[src/rtl/spectrum_bar_scaler.sv]
// Scales every spectrum bin to a bar height floor(bin*BAR_MAX/peak) with a serial restoring divider.
// Optional build macro: SCALER_DC_SKIP_EN (bin 0 forced to height 0 without being read).
module spectrum_bar_scaler #(
  parameter int N_BINS     = 512,
  parameter int BAR_MAX    = 479,
  parameter int QW         = 9,
  parameter int RD_LATENCY = 2
) (
  input  logic          clk,
  input  logic          rst_n,
  input  logic          max_found_i,
  input  logic [63:0]   max_value_i,
  output logic [9:0]    read_buff_add_o,
  input  logic [63:0]   buffer_data_i,
  output logic          bar_we_o,
  output logic [9:0]    bar_add_o,
  output logic [QW-1:0] bar_height_o,
  output logic          busy_o,
  output logic          done_o
);

  localparam int NW = 64 + QW;
  localparam int CW = 8;

  typedef enum logic [2:0] {
    IDLE    = 3'd0,
    ADDR    = 3'd1,
    WAIT_RD = 3'd2,
    DIV     = 3'd3,
    WRITE   = 3'd4,
    DONE    = 3'd5
  } state_t;

  state_t          state_q;
  logic [63:0]     peak_q;
  logic [9:0]      bin_q;
  logic [CW-1:0]   cnt_q;
  logic [NW-1:0]   rem_q;
  logic [NW-1:0]   dsr_q;
  logic [QW-1:0]   quot_q;
  logic [9:0]      read_add_q;
  logic            bar_we_q;
  logic [9:0]      bar_add_q;
  logic [QW-1:0]   bar_height_q;
  logic            busy_q;
  logic            done_q;
  logic            ge_s;

  assign ge_s = (rem_q >= dsr_q);

  assign read_buff_add_o = read_add_q;
  assign bar_we_o        = bar_we_q;
  assign bar_add_o       = bar_add_q;
  assign bar_height_o    = bar_height_q;
  assign busy_o          = busy_q;
  assign done_o          = done_q;

  // Frame sequencer, divider datapath and registered outputs
  always_ff @(posedge clk or negedge rst_n) begin
    if (!rst_n) begin
      state_q      <= IDLE;
      peak_q       <= 64'd0;
      bin_q        <= 10'd0;
      cnt_q        <= '0;
      rem_q        <= '0;
      dsr_q        <= '0;
      quot_q       <= '0;
      read_add_q   <= 10'd0;
      bar_we_q     <= 1'b0;
      bar_add_q    <= 10'd0;
      bar_height_q <= '0;
      busy_q       <= 1'b0;
      done_q       <= 1'b0;
    end else begin
      bar_we_q <= 1'b0;
      done_q   <= 1'b0;
      case (state_q)
        IDLE: begin
          // a pulse coinciding with done_o belongs to the frame just finished
          if (max_found_i && !done_q) begin
            peak_q <= max_value_i;
            bin_q  <= 10'd0;
            busy_q <= 1'b1;
`ifdef SCALER_DC_SKIP_EN
            quot_q  <= '0;
            state_q <= WRITE;
`else
            state_q <= ADDR;
`endif
          end else begin
            state_q <= IDLE;
          end
        end
        ADDR: begin
          read_add_q <= bin_q;
          cnt_q      <= '0;
          state_q    <= WAIT_RD;
        end
        WAIT_RD: begin
          if (cnt_q == CW'(RD_LATENCY - 1)) begin
            rem_q <= NW'(buffer_data_i) * NW'(BAR_MAX);
            dsr_q <= NW'(peak_q) << (QW - 1);
            cnt_q <= '0;
            if (buffer_data_i >= peak_q) begin
              quot_q  <= QW'(BAR_MAX);
              state_q <= WRITE;
            end else begin
              quot_q  <= '0;
              state_q <= DIV;
            end
          end else begin
            cnt_q <= cnt_q + 8'd1;
          end
        end
        DIV: begin
          // one quotient bit per cycle, MSB first
          if (ge_s) begin
            rem_q <= rem_q - dsr_q;
          end else begin
            rem_q <= rem_q;
          end
          quot_q <= {quot_q[QW-2:0], ge_s};
          dsr_q  <= dsr_q >> 1;
          if (cnt_q == CW'(QW - 1)) begin
            state_q <= WRITE;
          end else begin
            cnt_q <= cnt_q + 8'd1;
          end
        end
        WRITE: begin
          bar_we_q     <= 1'b1;
          bar_add_q    <= bin_q;
          bar_height_q <= quot_q;
          if (bin_q == 10'(N_BINS - 1)) begin
            state_q <= DONE;
          end else begin
            bin_q   <= bin_q + 10'd1;
            state_q <= ADDR;
          end
        end
        DONE: begin
          done_q     <= 1'b1;
          busy_q     <= 1'b0;
          read_add_q <= 10'd0;
          state_q    <= IDLE;
        end
        default: begin
          state_q <= IDLE;
          busy_q  <= 1'b0;
        end
      endcase
    end
  end

endmodule
[config.mk]
export PLATFORM = sky130hd
export DESIGN_NAME = spectrum_bar_scaler
export DESIGN_NICKNAME = d
export VERILOG_FILES = /design/src/rtl/spectrum_bar_scaler.sv
export SDC_FILE = /design/constraint.sdc
export NUM_CORES = 2
export LEC_CHECK = 0
export ABC_AREA = 1
export CORE_MARGIN = 4
export CORE_UTILIZATION = 35
export DETAILED_ROUTE_END_ITERATION = 10
export GPL_TIMING_DRIVEN = 0
export SYNTH_ARGS = -nofsm -noshare
export SYNTH_HDL_FRONTEND = slang
export SYNTH_SLANG_ARGS = --single-unit
export TNS_END_PERCENT = 20
[constraint.sdc]
create_clock -name clk -period 4.8 [get_ports clk]
set_input_delay 0.96 -clock clk [delete_from_list [all_inputs] [get_ports clk]]
set_output_delay 0.96 -clock clk [all_outputs]
set_load 0.01 [all_outputs]
==> impl_metrics.yaml <==
status:
  status: "finished clean"
global_route:
  grt_pass1_vias: 33136
  grt_max_degree: 111
  grt_overflow: 0
  grt_pass1_wl_um: 191000
  grtUsageTotal: 0.233
  antenna_found_initial: 1
drt:
  drt-total-wl_um: 126000
  drt_first_pass_iters: 6
  dr_total_vias: 33278
  first_iter_violations: 2421
  routedWlPerCell_um: 18.7
  via_per_inst: 4.95
  drc: 0
  drtAntennaViolNets: 0
logic_synthesis:
  mappedNetlistArea_mm2: 0.0351
  synth-compound-area-share: 0.109
  ys_seq_area_frac: 0.193
  yosys.area_share.adder: 0.279
  yosysTopAreaCellShare: 0.193
  netlist_instances: 5110
  synth-edff-count: 0
  synth-simple-area-share: 0.262
  synth_xor_area_frac: 0.0102
  ys_async_sr_fraction: 1.00
  netlist-cell-type-count: 46
  synth_area_per_cell_um2: 6.87
  syn-num-nets: 5844
  synth_area_leaders: "dfrtp_1, fa_1, nand2_1, inv_1, ha_1"
  ys.flop_type: "dfrtp_1"
  yosys_warnings: 0
  ys_ff_latch: 271
  synth_largest_area_cell: "dfrtp_1"
  synth.mux.area_fraction: 0.000606
  synth_top_family_by_area: "adder cells"
clock_network:
  cts_tree: "yes"
  numCtsBuffers: 38
  htreeDepth: 2
  cts_num_sinks: 271
  cts-root-buf: "clkbuf_16"
  clk_pin_slew_ps: 60
  clockBufferDepth: 3
  clk_latency_ps: 630
worst_setup_path:
  max_stage_delay_ps: 620
  ff2ff_path_depth: 12
  critPathBufInv: 7
  path_depth: 20
  path_cells: "buf_4, inv_4, fa_2, inv_1, fa_1, fa_1, inv_1, fa_1, inv_1, ha_4, nand2_4, inv_1, a21oi_4, o21bai_4, inv_2, nand2_2, o21ai_0, nand2_1, nand2_1, nand2_1"
  critPathRequiredTime_ps: 5280
  cp_slowest_cell: "fa_2"
  worst_path_most_repeated_cell: "inv_1"
  critPathMaxFanout: 4
  start_kind: "input port"
  cp-end-kind: "flop"
  crit_family: "adder cells"
  crit_type: "in2reg"
  arrival_ps: 5230
cells_and_area:
  multiInputGateArea_mm2: 0.0263
  nFillCells: 10206
  drive_gt1_frac: 0.182
  nets: 6139
  instances_no_fill: 6722
  regArea_mm2: 0.00678
  area_growth_pct: 23.5
  utilization: 0.438
placement:
  portBuffers: 162
  dp_cells: 6561
  gp_congestion: 0.993
  hpwl_um: 105000
timing:
  setup_viol: 0
  max_freq_ghz: 0.211
  finClkSkew_ps: 47.6
  rsz0062_at_grt: "true"
  layout_min_cycle_time_ps: 4750
  post-route-period-util: 0.989
  maxSlewViolCount: 0
  slew_headroom: 0.217
  worst_pin_slew_ps: 1170
  hold_violations: 0
die:
  core_area_mm2: 0.0990
  rows: 115
  die_x_um: 325
  initial_core_util: 0.354
  die_h_um: 325
  ios: 163
  dieArea_mm2: 0.105
flow_run:
  cap_viol_max_count: 0
worst_hold_path:
  hp-class: "in2async"
==> per-layer routing <==
layer  vias to the layer above  wire, um  track usage
li1                      16279         -            -
met5                         -         0            0
met4                         0      3950       0.0643
met1                     15875     54500        0.308
met3                       197      8460       0.0378
met2                       927     59100        0.396
==> cells in the mapped netlist (2+ instances only) <==
library cell  count
a21oi_1         239
and2_1            4
dfrtp_1         271
o21ai_1          36
buf_1             8
clkinv_1          3
buf_8             5
nand2_4           2
nor3b_1           3
o21a_1            6
nand4_1          24
xor2_1           33
inv_2            12
a21boi_0          7
nor2_2           17
nor3_1           40
fa_1            298
o22ai_1          12
o21bai_1         16
nand3_1         194
buf_2            23
nor2_4            5
inv_1          1225
o211ai_1         73
nand2_1        1436
clkbuf_1         44
nand3_2          62
nand2_2          16
o21ai_0         289
a21o_1           18
xnor2_1           8
nor2_1          316
buf_6             4
buf_4             6
nor4_1           10
ha_1            305
nor3_2            4
nand3b_1         28
==> what timing repair did <==
action,CTS,global route
setup buffers,35,56
pin swaps,72,241
cloned,0,0
hold buffers,0,0
gates resized for setup,628,619
setup endpoints to repair,65,59
endpoints found under the hold margin,0,0
==> kinds of logic after synthesis <==
kind of cell               Yosys count
xor gates and xnor gates            41
and+or+nand+nor                   2164
adders and majority gates          603
muxes                                2
buffers and inverters             1330
DFF                                271
AOI/OAI and AO/OA                  699
==> state kept, by name, indices dropped and copies added, names as in the netlist <==
register,cells
busy_o,1
bar_we_o,1
bin_q,10
read_buff_add_o,10
dsr_q,72
done_o,1
bar_height_o,9
rem_q,73
quot_q,9
cnt_q,8
peak_q,64
bar_add_o,10
state_q,3
==> layout make-up <==
type	instances	share of cell area
Multi-Input combinational cell	3509	0.607
Clock inverter	19	0.00603
Inverter	1240	0.108
Clock buffer	50	0.0237
Antenna cell	1	0.0000577
Tap cell	1287	0.0372
Sequential cell	271	0.156
Timing Repair Buffer	255	0.0506
Buffer	90	0.0110
==> through the flow <==
step	cell area (um2)	hold slack [ps]	setup TNS [ps]	setup WS (ps)
CTS	41100	305	-82.7	-36.9
global placement	38300	474	-2781760	-9940
global route	43300	353	-887	-69.0
floorplan	35100	449	-52.1	-23.3
finish	43300	309	0	51.8
detailed placement	38400	477	-103820	-2190
==> worst reg2reg max path, cell delays in order (launching register included) <==
cell	delay (ps)
dfrtp_1	320
inv_1	130
ha_1	330
nand2_1	90
nor3b_1	190
nand2_1	150
nor4_1	640
nand2_1	310
nor2_1	400
nand2_1	380
nand2_1	200
nand2_1	210
o211ai_1	160
==> placed cells by master (no fill, tap or decap), types with 45 or more instances in the layout <==
cell,n
ha_4,62
nand3_2,87
buf_2,45
nor2_1,222
nand2_2,134
nor2_4,52
ha_1,238
nand3_1,153
clkbuf_1,53
clkdlybuf4s50_1,97
inv_2,89
nand2_4,62
o211ai_1,73
dfrtp_1,271
buf_4,115
inv_1,1133
a21oi_1,178
o21ai_0,262
o21ai_1,46
nand2_1,1257
a21oi_2,45
nor2_2,64
fa_1,266
==> final timing paths <==
check / from / to / slack [ps]
worst max register to register: peak_q[63] / quot_q[8] / 1190
worst min register to register: quot_q[8] / bar_height_o[8] / 480
min in group clk: quot_q[8] / bar_height_o[8] / 480
worst max-delay path: buffer_data_i[14] / rem_q[20] / 50
worst min-delay path: rst_n / peak_q[7] / 310
max in group asynchronous: rst_n / bar_add_o[5] / 3080
Power is not shown: default switching activity piles up to over one toggle a cycle in this logic, so the estimate is an artifact.
